## src/rtl/button_scheduler_if.sv

```systemverilog
//------------------------------------------------------------------------------
// button_scheduler_if
//   Command handshake between the button scheduler and the downstream
//   configuration FSM (valid/ready, one command per transfer).
//   Revision: 1.0
//------------------------------------------------------------------------------
`default_nettype none

interface button_scheduler_if;
    logic       cmd_valid;
    logic       cmd_ready;
    logic [1:0] cmd_id;
    logic       cmd_repeat;

    modport master (
        output cmd_valid,
        output cmd_id,
        output cmd_repeat,
        input  cmd_ready
    );

    modport slave (
        input  cmd_valid,
        input  cmd_id,
        input  cmd_repeat,
        output cmd_ready
    );
endinterface

`default_nettype wire

```

## src/rtl/button_scheduler.sv

```systemverilog
//------------------------------------------------------------------------------
// button_scheduler
//   Shared-timebase debounce for four buttons, press/auto-repeat event
//   generation and round-robin command arbitration onto a valid/ready link.
//   Revision: 1.0
//------------------------------------------------------------------------------
`default_nettype none

module button_scheduler #(
    parameter int DB_BITS      = 22,
    parameter int REPEAT_TICKS = 12
) (
    input  wire logic               clk,
    input  wire logic               reset,
    input  wire logic [3:0]         btn_raw,
    output logic      [3:0]         btn_level,
    button_scheduler_if.master      cmd
);

    localparam logic [3:0] c_REP_LAST = 4'(REPEAT_TICKS - 1);
    localparam logic [0:0] c_S_IDLE   = 1'b0;
    localparam logic [0:0] c_S_OFFER  = 1'b1;

    logic [3:0]         r_sync1;
    logic [3:0]         r_sync2;
    logic [DB_BITS-1:0] r_timer;
    logic [3:0]         r_prev;
    logic [3:0]         r_level;
    logic [3:0]         r_level_q;
    logic [3:0][3:0]    r_hold;
    logic [3:0]         r_pending;
    logic [3:0]         r_rep_flag;

    logic               w_tick;
    logic [3:0]         w_level_next;
    logic [3:0]         w_rise;
    logic [3:0]         w_fall;
    logic [3:0]         w_rep_evt;
    logic [3:0][3:0]    w_hold_next;
    logic [3:0]         w_pending_next;
    logic [3:0]         w_rep_flag_next;

    logic [0:0]         r_state;
    logic [0:0]         w_state_next;
    logic               r_valid;
    logic               w_valid_next;
    logic [1:0]         r_id;
    logic [1:0]         w_id_next;
    logic               r_rep;
    logic               w_rep_next;
    logic [1:0]         r_last;
    logic [1:0]         w_last_next;
    logic               w_hs;
    logic [1:0]         w_sel;
    logic [1:0]         w_cand;
    logic               w_found;

    assign w_tick = &r_timer;

    // A level only moves when this tick's sample agrees with the previous one.
    assign w_level_next = w_tick ? ((r_sync2 & r_prev) | (r_level & (r_sync2 | r_prev)))
                                 : r_level;
    assign w_rise = r_level & ~r_level_q;
    assign w_fall = ~r_level & r_level_q;

    always_comb begin
        w_hold_next     = r_hold;
        w_pending_next  = r_pending;
        w_rep_flag_next = r_rep_flag;
        w_rep_evt       = '0;
        for (int i = 0; i < 4; i++) begin
            if (w_rise[i] || w_fall[i]) begin
                w_hold_next[i] = '0;
            end else if (w_tick && r_level[i] && w_level_next[i]) begin
                if (r_hold[i] == c_REP_LAST) begin
                    w_hold_next[i] = '0;
                    w_rep_evt[i]   = 1'b1;
                end else begin
                    w_hold_next[i] = r_hold[i] + 4'd1;
                end
            end
            if (w_hs && (r_id == 2'(i))) begin
                w_pending_next[i] = 1'b0;
            end
            // A fresh press overrides a same-cycle handshake clear.
            if (w_rise[i]) begin
                w_pending_next[i]  = 1'b1;
                w_rep_flag_next[i] = 1'b0;
            end else if (w_rep_evt[i] && !r_pending[i]) begin
                w_pending_next[i]  = 1'b1;
                w_rep_flag_next[i] = 1'b1;
            end
        end
    end

    always_ff @(posedge clk) begin
        if (reset) begin
            r_sync1    <= '0;
            r_sync2    <= '0;
            r_timer    <= '0;
            r_prev     <= '0;
            r_level    <= '0;
            r_level_q  <= '0;
            r_hold     <= '0;
            r_pending  <= '0;
            r_rep_flag <= '0;
        end else begin
            r_sync1    <= btn_raw;
            r_sync2    <= r_sync1;
            r_timer    <= r_timer + 1'b1;
            r_level_q  <= r_level;
            r_level    <= w_level_next;
            r_hold     <= w_hold_next;
            r_pending  <= w_pending_next;
            r_rep_flag <= w_rep_flag_next;
            if (w_tick) begin
                r_prev <= r_sync2;
            end
        end
    end

    // Round-robin search starting just after the last granted button.
    always_comb begin
        w_sel   = r_last + 2'd1;
        w_cand  = r_last + 2'd1;
        w_found = 1'b0;
        for (int k = 0; k < 4; k++) begin
            w_cand = r_last + 2'(k + 1);
            if (!w_found && r_pending[w_cand]) begin
                w_sel   = w_cand;
                w_found = 1'b1;
            end
        end
    end

    always_comb begin
        w_state_next = r_state;
        w_valid_next = r_valid;
        w_id_next    = r_id;
        w_rep_next   = r_rep;
        w_last_next  = r_last;
        w_hs         = 1'b0;
        case (r_state)
            c_S_IDLE: begin
                if (w_found) begin
                    w_state_next = c_S_OFFER;
                    w_valid_next = 1'b1;
                    w_id_next    = w_sel;
                    w_rep_next   = r_rep_flag[w_sel];
                end
            end
            default: begin
                if (cmd.cmd_ready) begin
                    w_hs         = 1'b1;
                    w_state_next = c_S_IDLE;
                    w_valid_next = 1'b0;
                    w_last_next  = r_id;
                end
            end
        endcase
    end

    always_ff @(posedge clk) begin
        if (reset) begin
            r_state <= c_S_IDLE;
            r_valid <= 1'b0;
            r_id    <= 2'd0;
            r_rep   <= 1'b0;
            r_last  <= 2'd3;
        end else begin
            r_state <= w_state_next;
            r_valid <= w_valid_next;
            r_id    <= w_id_next;
            r_rep   <= w_rep_next;
            r_last  <= w_last_next;
        end
    end

    assign cmd.cmd_valid  = r_valid;
    assign cmd.cmd_id     = r_id;
    assign cmd.cmd_repeat = r_rep;
    assign btn_level      = r_level;

endmodule

`default_nettype wire

```

## src/flat_wrapper.sv

```systemverilog
// flat-port wrapper written by rule: the top's interface ports become plain ports
module button_scheduler_flat 
#(
    parameter int DB_BITS      = 22,
    parameter int REPEAT_TICKS = 12
)
  (clk, reset, btn_raw, btn_level, cmd_cmd_valid, cmd_cmd_id, cmd_cmd_repeat, cmd_cmd_ready);
  button_scheduler_if cmd_i ();
  input  wire logic clk;
  input  wire logic reset;
  input  wire logic [3:0] btn_raw;
  output logic      [3:0] btn_level;
  output wire logic [$bits(cmd_i.cmd_valid)-1:0] cmd_cmd_valid;
  output wire logic [$bits(cmd_i.cmd_id)-1:0] cmd_cmd_id;
  output wire logic [$bits(cmd_i.cmd_repeat)-1:0] cmd_cmd_repeat;
  input wire logic [$bits(cmd_i.cmd_ready)-1:0] cmd_cmd_ready;
  assign cmd_cmd_valid = cmd_i.cmd_valid;
  assign cmd_cmd_id = cmd_i.cmd_id;
  assign cmd_cmd_repeat = cmd_i.cmd_repeat;
  assign cmd_i.cmd_ready = cmd_cmd_ready;
  button_scheduler #(.DB_BITS(DB_BITS), .REPEAT_TICKS(REPEAT_TICKS)) u_core (.clk(clk), .reset(reset), .btn_raw(btn_raw), .btn_level(btn_level), .cmd(cmd_i));
endmodule
```

## config.mk

```make
export PLATFORM = sky130hd
export DESIGN_NAME = button_scheduler_flat
export DESIGN_NICKNAME = d
export VERILOG_FILES = /design/src/rtl/button_scheduler_if.sv /design/src/rtl/button_scheduler.sv /design/src/flat_wrapper.sv
export SDC_FILE = /design/constraint.sdc
export NUM_CORES = 1
export LEC_CHECK = 0
export BUFFER_PORTS_ARGS = -buffer_cell sky130_fd_sc_hd__buf_2
export CAP_MARGIN = 40
export CORE_ASPECT_RATIO = 1.1
export CORE_UTILIZATION = 39
export CTS_CLUSTER_DIAMETER = 200
export DETAILED_ROUTE_END_ITERATION = 8
export SYNTH_ARGS = -nofsm -noshare
export SYNTH_HDL_FRONTEND = slang
export SYNTH_SLANG_ARGS = --single-unit
```

## constraint.sdc

```tcl
create_clock -name clk -period 2.9 [get_ports clk]
set_input_delay 0.435 -clock clk [delete_from_list [all_inputs] [get_ports clk]]
set_output_delay 0.435 -clock clk [all_outputs]
set_load 0.02 [all_outputs]
```

# After elaboration in Yosys (flattened, before gate mapping)
# Cells that the tools add are included.
[word_totals] ff_bits=73 input_bits=7 output_inout_bits=8 elab_cells=155
[classes] addsub=8 magnitude_cmp=5 eq_ne=8 muxes=54 n_bitwise=9 n_reduce_logical=48
[ops] op="$mux 1" n=41
[ops] op="$add 22x1->22 const B" n=1
[ops] op="$reduce_and 22->1" n=1
[ops] op="$mux 4" n=5
[ops] op="$logic_and 1x1->1" n=19
[ops] op="$add 4x1->4 const B" n=4
[ops] op="$and 4x4->4" n=4
[ops] op="$eq 4x4->1 const B" n=4
[ops] op="$reduce_or 2->1" n=8
[ops] op="$lt 2x3->1 const B" n=5
[ops] op="$reduce_bool 3->1" n=4
[ops] op="$bmux 1 s2" n=5
[ops] op="$not 4->4" n=2
[ops] op="$or 4x4->4" n=2
[ops] op="$logic_not 1->1" n=7
[ops] op="$mux 2" n=3
[ops] op="$reduce_and 2->1" n=3
[ops] op="$add 2x2->2 const B" n=2
[ops] op="$eq 2x2->1 const B" n=2
[ops] op="$logic_or 1x1->1" n=4
[ops] op="$add 2x1->2 const B" n=1
[ops] op="$eq 2x1->1 const B" n=1
[ops] op="$logic_not 2->1" n=1
[ops] op="$ne 2x2->1 const B" n=1
[ops] op="other kinds (2)" n=2

# Longest topological paths before layout
# Gate-level depths: netlist (run 1).
[depth] word_depth=15 depth_mapped=8 ltp_nobuf=6

# Least setup slack after synthesis (run 1)
# No wires, ideal clock.
[synth_timing] kind="register to register" from="reg u_core.r_timer[0]" to="reg u_core.r_level[0], in the netlist u_core.btn_level[0]" setup_ns=0.124 arrival_time_ns=1.905 t_required_ns=2.776 setup_slack_ns=0.871 stages_incl_launch_ff=9 n_path_buf=2 synth_period_minus_slack_ns=2.029 cell_sequence="dfxtp_1 > ha_1 > nand2_1 > or4_4 > buf_6 > or2_2 > clkbuf_1 > o21ai_0 > o21ai_0"
[synth_via] elab_chain_cells=2
[synth_rtl] item="start, declared" line="button_scheduler.sv:26" text="logic [DB_BITS-1:0] r_timer;"
[synth_rtl] item="start signal, assigned" line="button_scheduler.sv:110" text="r_timer <= r_timer + 1'b1;"
[synth_rtl] item="$reduce_and 22->1" line="button_scheduler.sv:58" text="assign w_tick = &r_timer;"
[synth_rtl] item="$mux 4" line="button_scheduler.sv:61" text="assign w_level_next = w_tick ? ((r_sync2 & r_prev) | (r_level & (r_sync2 | r_prev)))"
[synth_rtl] item="end signal, assigned" line="button_scheduler.sv:112" text="r_level <= w_level_next;"
[synth_rtl] item="end, declared" line="button_scheduler.sv:28" text="logic [3:0] r_level;"
# No other way between the ends.
# A chain may end at the register's enable or synchronous reset.

# Worst setup path after layout (run 1)
[layout_timing] from="reg u_core.r_timer[0]" to="reg u_core.r_hold[11] (netlist name)"
[layout_via] elab_chain_cells=3 elab_cells_between_ends=4 cone_classes="mux: 1; reduce/logical: 3"
[layout_rtl] item="$reduce_and 22->1 *" line="button_scheduler.sv:58"
[layout_rtl] item="$mux 4 / $logic_and 1x1->1 (equally long branches)" line="button_scheduler.sv:61, button_scheduler.sv:74"
[layout_rtl] item="$logic_and 1x1->1 *" line="button_scheduler.sv:74" text="end else if (w_tick && r_level[i] && w_level_next[i]) begin"
[layout_rtl] item="end signal, assigned" line="button_scheduler.sv:113" text="r_hold <= w_hold_next;"
[layout_rtl] item="end, declared" line="button_scheduler.sv:30" text="logic [3:0][3:0] r_hold;"
# Mark *: on every way between the ends. The rest lies on a longest branch, timed or not.

==> flow_results.xml, run 1 <==
<?xml version="1.0" encoding="UTF-8"?>
<metrics>
  <group name="global_route">
    <metric name="largest_net_degree_at_the_start_of_global_routing" unit="">38</metric>
    <metric name="grt_pass1_wl" unit="mm">10.4</metric>
    <metric name="global_routing_usage_summed_across_all_routing_layers" unit="">0.154</metric>
    <metric name="number_of_antenna_violations_at_the_first_check_in_global_routing" unit="">0</metric>
    <metric name="first_global_vias" unit="">2340</metric>
    <metric name="total_congestion_overflow" unit="">0</metric>
  </group>
  <group name="drt">
    <metric name="routed_wl" unit="mm">5.86</metric>
    <metric name="drc" unit="">0</metric>
    <metric name="vias" unit="">2477</metric>
    <metric name="drtAntennaViolNets" unit="">0</metric>
    <metric name="detail_route.wl_per_cell" unit="um">12.1</metric>
    <metric name="via_per_inst" unit="">5.13</metric>
    <metric name="drt_first_iter_violations" unit="">99</metric>
    <metric name="first_pass_iters" unit="">4</metric>
  </group>
  <group name="cells_and_area">
    <metric name="area.growth.synth_to_final" unit="%">11.3</metric>
    <metric name="final_cells" unit="">483</metric>
    <metric name="net_count_reported_at_finish" unit="">386</metric>
    <metric name="final_layout_size_suffix_gt1_frac" unit="">0.112</metric>
    <metric name="insertedDiodeCount" unit="">0</metric>
  </group>
  <group name="worst_hold_path">
    <metric name="worst_hold_startpoint" unit="">cmd_cmd_ready</metric>
    <metric name="hold_ep" unit="">u_core.r_state</metric>
    <metric name="hold_path.class" unit="">input pin to flop</metric>
    <metric name="timing.hold.worst_path_depth" unit="">2</metric>
  </group>
  <group name="yosys">
    <metric name="yosys.cell_types.count" unit="">47</metric>
    <metric name="yosys_warnings" unit="">0</metric>
    <metric name="synth-main-ff-cell" unit="">dfxtp_1</metric>
    <metric name="ys_seq_area_frac" unit="">0.458</metric>
    <metric name="yosysTopAreaCell" unit="">dfxtp_1</metric>
    <metric name="synth_area_leaders" unit="">dfxtp_1, nor2_1, ha_1</metric>
    <metric name="asyncSetResetFlopFracSynth" unit="">0</metric>
    <metric name="edff_count_synth" unit="">0</metric>
    <metric name="syn-instance-count" unit="">354</metric>
    <metric name="yosys.area.top_type_share" unit="">0.458</metric>
    <metric name="yosys-top-cells-count" unit="">dfxtp_1, nor2_1, inv_1</metric>
    <metric name="mappedNetlistNets" unit="">370</metric>
    <metric name="synth.ff_latch_count" unit="">73</metric>
    <metric name="synthMostInstantiatedCell" unit="">dfxtp_1</metric>
    <metric name="netlist_area" unit="um2">3190</metric>
    <metric name="syn-mean-instance-area" unit="um2">9.02</metric>
  </group>
  <group name="clock_network">
    <metric name="cts_tree" unit="">built</metric>
    <metric name="cts.reportedPaths.clkPinSlew" unit="ns">0.07</metric>
    <metric name="post_cts.repair.setup_buffers" unit="">0</metric>
    <metric name="clk_latency" unit="ns">0.34</metric>
    <metric name="cts.hold.buffers_added" unit="">0</metric>
    <metric name="ctsHtreeMaxLevel" unit="">3</metric>
    <metric name="cts_root_buffer" unit="">clkbuf_8</metric>
    <metric name="count_of_instances_resized_after_the_clock_tree_is_built" unit="">0</metric>
    <metric name="cts_num_sinks" unit="">73</metric>
    <metric name="cts_max_path_buffers" unit="">2</metric>
    <metric name="cts_made_buffers" unit="">9</metric>
  </group>
  <group name="floorplanning">
    <metric name="floorplan.die_area" unit="um2">8550</metric>
    <metric name="initial_utilization" unit="">0.404</metric>
    <metric name="core_region_area" unit="um2">7910</metric>
    <metric name="die_ht" unit="um">96.9</metric>
    <metric name="dieWidth" unit="um">88.3</metric>
    <metric name="fp-row-count" unit="">34</metric>
    <metric name="io_pins" unit="">15</metric>
  </group>
  <group name="place">
    <metric name="placed_cells_incl_taps" unit="">467</metric>
    <metric name="detailed_place_hpwl" unit="mm">4.08</metric>
    <metric name="io_buffers" unit="">14</metric>
    <metric name="place_ws" unit="ns">0.519</metric>
    <metric name="place_congestion" unit="">0.749</metric>
  </group>
  <group name="critical_path">
    <metric name="worst_setup_path_end_kind" unit="">flop</metric>
    <metric name="rr_endpoint" unit="">u_core.r_hold[11]</metric>
    <metric name="cp-start-kind" unit="">flop</metric>
    <metric name="critical_path_class" unit="">flop to flop</metric>
    <metric name="cpPeakStageDelay" unit="ns">0.61</metric>
    <metric name="arrival" unit="ns">2.63</metric>
    <metric name="path_cells" unit="">ha_1 -&gt; nand2_1 -&gt; or4_4 -&gt; nor3_2 -&gt; a41oi_1 -&gt; a311oi_1</metric>
    <metric name="critical_path_buf_inv_count" unit="">0</metric>
    <metric name="critPathMaxFanout" unit="">11</metric>
    <metric name="critical_path.top_delay_family" unit="">simple AND/OR/NAND/NOR gates</metric>
    <metric name="critical_path.slowest_cell" unit="">or4_4</metric>
    <metric name="critical_r2r_launch" unit="">u_core.r_timer[0]</metric>
    <metric name="cp.required" unit="ns">3.15</metric>
    <metric name="worstRegToRegCells" unit="">6</metric>
    <metric name="setup_slack_of_the_most_critical_reg_to_reg_path" unit="ns">0.52</metric>
  </group>
  <group name="power_and_ir_drop">
    <metric name="ir_drop" unit="mV">0.245</metric>
    <metric name="cellLeakagePower" unit="uW">0.00129</metric>
    <metric name="internal-power" unit="uW">1430</metric>
    <metric name="design_power_total" unit="uW">1810</metric>
    <metric name="comb_power_share" unit="">0.020</metric>
    <metric name="p_sw" unit="uW">382</metric>
    <metric name="power.density" unit="nW/um2">509</metric>
    <metric name="seqPwrFrac" unit="">0.561</metric>
    <metric name="fraction_of_power_spent_switching_nets" unit="">0.211</metric>
    <metric name="share_clk_of_total_power" unit="">0.419</metric>
  </group>
  <group name="sta">
    <metric name="rsz0062_at_grt" unit="">no</metric>
    <metric name="slew_viol_final" unit="">0</metric>
    <metric name="post-route-min-period" unit="ns">2.38</metric>
    <metric name="hold_viol" unit="">0</metric>
    <metric name="timing.setup.tns" unit="ns">0</metric>
    <metric name="maxClockFrequency" unit="MHz">420</metric>
    <metric name="timing.slew.headroom" unit="">0.490</metric>
    <metric name="timing.final.setup_violations" unit="">0</metric>
    <metric name="final_min_period_over_clock_period" unit="">0.821</metric>
    <metric name="worst_slew_pin_slew" unit="ns">0.758</metric>
    <metric name="clock-skew-final" unit="ns">0.00810</metric>
    <metric name="post-route-worst-setup-slack" unit="ns">0.520</metric>
  </group>
  <group name="status">
    <metric name="outcome" unit="">completed</metric>
  </group>
  <group name="run">
    <metric name="max-cap-violations" unit="">0</metric>
  </group>
</metrics>
[per-layer routing]
metal	wire, um	part of all wire	GRT usage
met5	0	0	0
met4	127	0.022	0.0782
met3	188	0.032	0.0282
met2	2700	0.46	0.242
met1	2850	0.49	0.198
[worst max-delay path by stage]
stage	start	to	depth (start not counted)
floorplan	u_core.r_timer[0]	u_core.btn_level[0]	8
global placement	u_core.r_timer[0]	u_core.r_hold[11]	6
detailed placement	u_core.r_timer[10]	u_core.r_hold[11]	5
CTS	u_core.r_timer[10]	u_core.r_hold[11]	5
global route	u_core.r_timer[0]	u_core.r_hold[11]	6
finish	u_core.r_timer[0]	u_core.r_hold[11]	6
[worst reg2reg max path, cell delays in order (launching register included)]
cell and delay, ns:
dfxtp_1 0.35, ha_1 0.22, nand2_1 0.12, or4_4 0.61
nor3_2 0.57, a41oi_1 0.19, a311oi_1 0.25
[stage by stage]
step	instance area [um2]	util	hold WS, ns
finish	3550	0.449	0.309
CTS	3550	0.449	0.293
global route	3550	0.449	0.302
detailed placement	3360	0.425	0.434
floorplan	3190	-	0.413
global placement	3360	0.425	0.425
[final cells by class]
| class | instances | area, um2 |
|---|---|---|
| well taps | 108 | 135 |
| multi-input cells | 249 | 1600 |
| inverters | 22 | 82.6 |
| flip-flops and latches | 73 | 1460 |
| repair buffers | 15 | 77.6 |
| fillers | 809 | 4360 |
| clock buffers | 14 | 183 |
| clock inverters | 2 | 10.0 |
[sequential cells by signal, summed over array words and instances, names as in the netlist]
register / cells
u_core.r_hold: 16
u_core.r_sync1: 4
u_core.r_pending: 4
u_core.r_last: 2
u_core.r_state: 1
u_core.r_rep_flag: 4
u_core.btn_level: 4
u_core.r_prev: 4
u_core.cmd.cmd_valid: 1
u_core.r_timer: 22
u_core.r_level_q: 4
u_core.r_sync2: 4
u_core.cmd.cmd_id: 2
u_core.cmd.cmd_repeat: 1
[power groups by stage]
stage	registers, uW	clock network [uW]	logic, uW
6_report	1010	757	36.0
5_1_grt	1020	833	41.3
4_1_cts	1010	785	36.8
3_5_place_dp	1040	0	36.7
3_3_place_gp	1040	0	36.5
2_1_floorplan	1040	0	25.9
[placed cells by master, fill, tap and decap left out, drive strengths merged, types with 6 or more instances in the layout]
cell type  count
nor3          20
and3           8
nand3         11
xor2           8
clkbuf        14
a211oi         8
dfxtp         73
nand4          6
nor2b         15
ha             9
mux2i          9
a21oi         21
inv           22
o21ai         13
xnor2         12
nand2         16
nor2          42
buf           15
[cells by family (layout without fill, tap and decap cells)]
logic type,Yosys count,count (layout),share of synthesized area
AO/OA/AOI/OAI,67,67,0.137
XOR/XNOR,20,20,0.0549
adder cells (fa/ha/maj),9,9,0.0353
buffers and inverters,32,53,0.0400
flip-flops,73,73,0.458
multiplexers,9,9,0.0282
AND/OR/NAND/NOR,144,144,0.247
No activity file was read; power rests on OpenSTA's default activity.
==> run 2, diff against run 1 <==
clock period = 2 ns   (was 2.9 ns; I/O delays follow)
==> run 2 against run 1 <==
  * Power up 47%
  * Global-route usage up 0.46 points
  * Setup slack got worse by 0.55 ns
  * The run now ends with negative setup slack left
  * Cell area up 8.5%
  * Die area is the same
  * Critical path depth up 1
  * Wire length increased by 6.9%
==> flow_results.xml, run 2 (same netlist as run 1, synthesis figures left out) <==
<?xml version="1.0" encoding="UTF-8"?>
<metrics>
  <group name="floorplanning">
    <metric name="initial_utilization" unit="">0.404</metric>
    <metric name="floorplan.die_area" unit="um2">8550</metric>
    <metric name="dieWidth" unit="um">88.3</metric>
    <metric name="die_ht" unit="um">96.9</metric>
    <metric name="io_pins" unit="">15</metric>
    <metric name="core_region_area" unit="um2">7910</metric>
    <metric name="fp-row-count" unit="">34</metric>
  </group>
  <group name="drt">
    <metric name="via_per_inst" unit="">5.02</metric>
    <metric name="vias" unit="">2592</metric>
    <metric name="detail_route.wl_per_cell" unit="um">12.1</metric>
    <metric name="drtAntennaViolNets" unit="">0</metric>
    <metric name="first_pass_iters" unit="">4</metric>
    <metric name="drt_first_iter_violations" unit="">51</metric>
    <metric name="drc" unit="">0</metric>
    <metric name="routed_wl" unit="mm">6.27</metric>
  </group>
  <group name="global_route">
    <metric name="total_congestion_overflow" unit="">0</metric>
    <metric name="largest_net_degree_at_the_start_of_global_routing" unit="">32</metric>
    <metric name="number_of_antenna_violations_at_the_first_check_in_global_routing" unit="">0</metric>
    <metric name="first_global_vias" unit="">2424</metric>
    <metric name="global_routing_usage_summed_across_all_routing_layers" unit="">0.158</metric>
    <metric name="grt_pass1_wl" unit="mm">10.7</metric>
  </group>
  <group name="place">
    <metric name="detailed_place_hpwl" unit="mm">4.43</metric>
    <metric name="io_buffers" unit="">14</metric>
    <metric name="place_congestion" unit="">0.793</metric>
    <metric name="dpl-instance-area" unit="um2">3550</metric>
  </group>
  <group name="critical_path">
    <metric name="rr_endpoint" unit="">u_core.r_hold[2]</metric>
    <metric name="critical_path.slowest_cell" unit="">or4_4</metric>
    <metric name="critical_r2r_launch" unit="">u_core.r_timer[0]</metric>
    <metric name="setup_slack_of_the_most_critical_reg_to_reg_path" unit="ns">-0.03</metric>
    <metric name="worstRegToRegCells" unit="">7</metric>
    <metric name="arrival" unit="ns">2.26</metric>
    <metric name="worstSetupStartpoint" unit="">u_core.r_timer[0]</metric>
    <metric name="cp.required" unit="ns">2.23</metric>
    <metric name="path_cells" unit="">ha_4 -&gt; nand2_2 -&gt; or4_4 -&gt; nor3_4 -&gt; buf_6 -&gt; a211oi_2 -&gt; a31o_2</metric>
    <metric name="critPathMaxFanout" unit="">8</metric>
    <metric name="critical_path_class" unit="">flop to flop</metric>
    <metric name="cp-start-kind" unit="">flop</metric>
    <metric name="cpPeakStageDelay" unit="ns">0.63</metric>
    <metric name="critical_path_buf_inv_count" unit="">1</metric>
    <metric name="worst_setup_path_end_kind" unit="">flop</metric>
    <metric name="critical_path.top_delay_family" unit="">simple AND/OR/NAND/NOR gates</metric>
  </group>
  <group name="run">
    <metric name="max-cap-violations" unit="">0</metric>
  </group>
  <group name="clock_network">
    <metric name="cts.hold.buffers_added" unit="">0</metric>
    <metric name="cts_max_path_buffers" unit="">2</metric>
    <metric name="cts.reportedPaths.clkPinSlew" unit="ns">0.07</metric>
    <metric name="cts_made_buffers" unit="">9</metric>
    <metric name="cts_tree" unit="">built</metric>
    <metric name="clk_latency" unit="ns">0.34</metric>
    <metric name="cts_root_buffer" unit="">clkbuf_8</metric>
    <metric name="cts_num_sinks" unit="">73</metric>
    <metric name="ctsHtreeMaxLevel" unit="">3</metric>
  </group>
  <group name="sta">
    <metric name="worst_slew_pin_slew" unit="ns">0.563</metric>
    <metric name="rsz0062_at_grt" unit="">yes</metric>
    <metric name="post-route-worst-setup-slack" unit="ns">-0.0253</metric>
    <metric name="hold_viol" unit="">0</metric>
    <metric name="post-route-min-period" unit="ns">2.03</metric>
    <metric name="timing.setup.tns" unit="ns">-0.0253</metric>
    <metric name="slew_viol_final" unit="">0</metric>
    <metric name="final_min_period_over_clock_period" unit="">1.01</metric>
    <metric name="timing.final.setup_violations" unit="">1</metric>
    <metric name="maxClockFrequency" unit="MHz">494</metric>
    <metric name="clock-skew-final" unit="ns">0.00801</metric>
    <metric name="timing.slew.headroom" unit="">0.625</metric>
  </group>
  <group name="cells_and_area">
    <metric name="final_util" unit="">0.487</metric>
    <metric name="area.growth.synth_to_final" unit="%">20.8</metric>
    <metric name="layout.cells.most_common" unit="">dfxtp_1</metric>
    <metric name="fill_cells" unit="">769</metric>
    <metric name="final_layout_size_suffix_gt1_frac" unit="">0.203</metric>
    <metric name="largest-register" unit="">u_core.r_timer</metric>
    <metric name="net_count_reported_at_finish" unit="">419</metric>
    <metric name="sequential_cell_area" unit="um2">1470</metric>
    <metric name="finalInstanceArea" unit="um2">3860</metric>
    <metric name="commonest_cells_after_routing_fill_and_taps_aside" unit="">dfxtp_1, nor2_1, buf_4</metric>
    <metric name="multi_input_comb_area" unit="um2">1650</metric>
    <metric name="insertedDiodeCount" unit="">0</metric>
    <metric name="largest_register_ffs" unit="">22</metric>
    <metric name="layout_top_registers" unit="">u_core.r_timer x22, u_core.r_hold x16</metric>
  </group>
  <group name="power_and_ir_drop">
    <metric name="cellLeakagePower" unit="uW">0.00146</metric>
    <metric name="power.density" unit="nW/um2">689</metric>
    <metric name="ir_drop" unit="mV">0.405</metric>
  </group>
  <group name="status">
    <metric name="failed_checks" unit="">negative setup slack</metric>
    <metric name="outcome" unit="">finished, violations left</metric>
  </group>
  <group name="worst_hold_path">
    <metric name="hold_ep" unit="">u_core.r_state</metric>
    <metric name="hold_path.class" unit="">input pin to flop</metric>
    <metric name="timing.hold.worst_path_depth" unit="">2</metric>
    <metric name="worst_hold_startpoint" unit="">cmd_cmd_ready</metric>
  </group>
</metrics>
run 2: cell count changes in the layout (fill, tap and decap cells not counted), sizes merged:
cell	previous run	this run
buf	15	48
bufinv	0	1
clkbuf	14	13
run 2: metal layers:
| metal | routed length [um] | track usage | vias to the layer above |
|---|---|---|---|
| met5 | 0 | 0 | - |
| li1 | - | - | 1351 |
| met1 | 2910 | 0.193 | 1200 |
| met3 | 237 | 0.0452 | 7 |
| met4 | 78 | 0.0521 | 0 |
| met2 | 3050 | 0.264 | 34 |
run 2: what timing repair did:
item,4_1_cts,5_1_grt
setup buffers,1,7
pin swaps,1,6
resized for setup,1,13
gates cloned,0,0
setup endpoints to repair,5,17
run 2: worst max path at each step:
stage	to	slack [ns]	depth (start not counted)
floorplan	u_core.btn_level[0]	0.006	8
finish	u_core.r_hold[2]	-0.03	7
CTS	u_core.r_hold[11]	0.003	7
global placement	u_core.r_hold[8]	0.03	8
detailed placement	u_core.r_hold[3]	-0.03	6
global route	u_core.r_hold[2]	-0.11	7
run 2: per-stage QoR:
stage | power [uW] | hold slack (ns) | worst slack [ns] | std cells
6_report | 2660 | 0.173 | -0.0253 | 516
5_1_grt | 2780 | 0.149 | -0.114 | 516
4_1_cts | 2680 | 0.159 | 0.00340 | 509
3_5_place_dp | 1570 | 0.423 | -0.0278 | 492
3_3_place_gp | 1560 | 0.423 | 0.0261 | 492
2_1_floorplan | 1540 | 0.400 | 0.00593 | 354
run 2: where the power goes:
group          total [uW]  switching (uW)  internal, uW
registers            1470            7.08          1470
clock network        1120             507           608
logic                67.7            38.3          29.3
total                2660             552          2100
run 2: cell type report:
type | count | share of cell area
Clock buffer | 13 | 0.0386
Tap cell | 108 | 0.0350
Sequential cell | 73 | 0.380
Clock inverter | 3 | 0.0104
Inverter | 22 | 0.0214
Timing Repair Buffer | 48 | 0.0873
Multi-Input combinational cell | 249 | 0.427
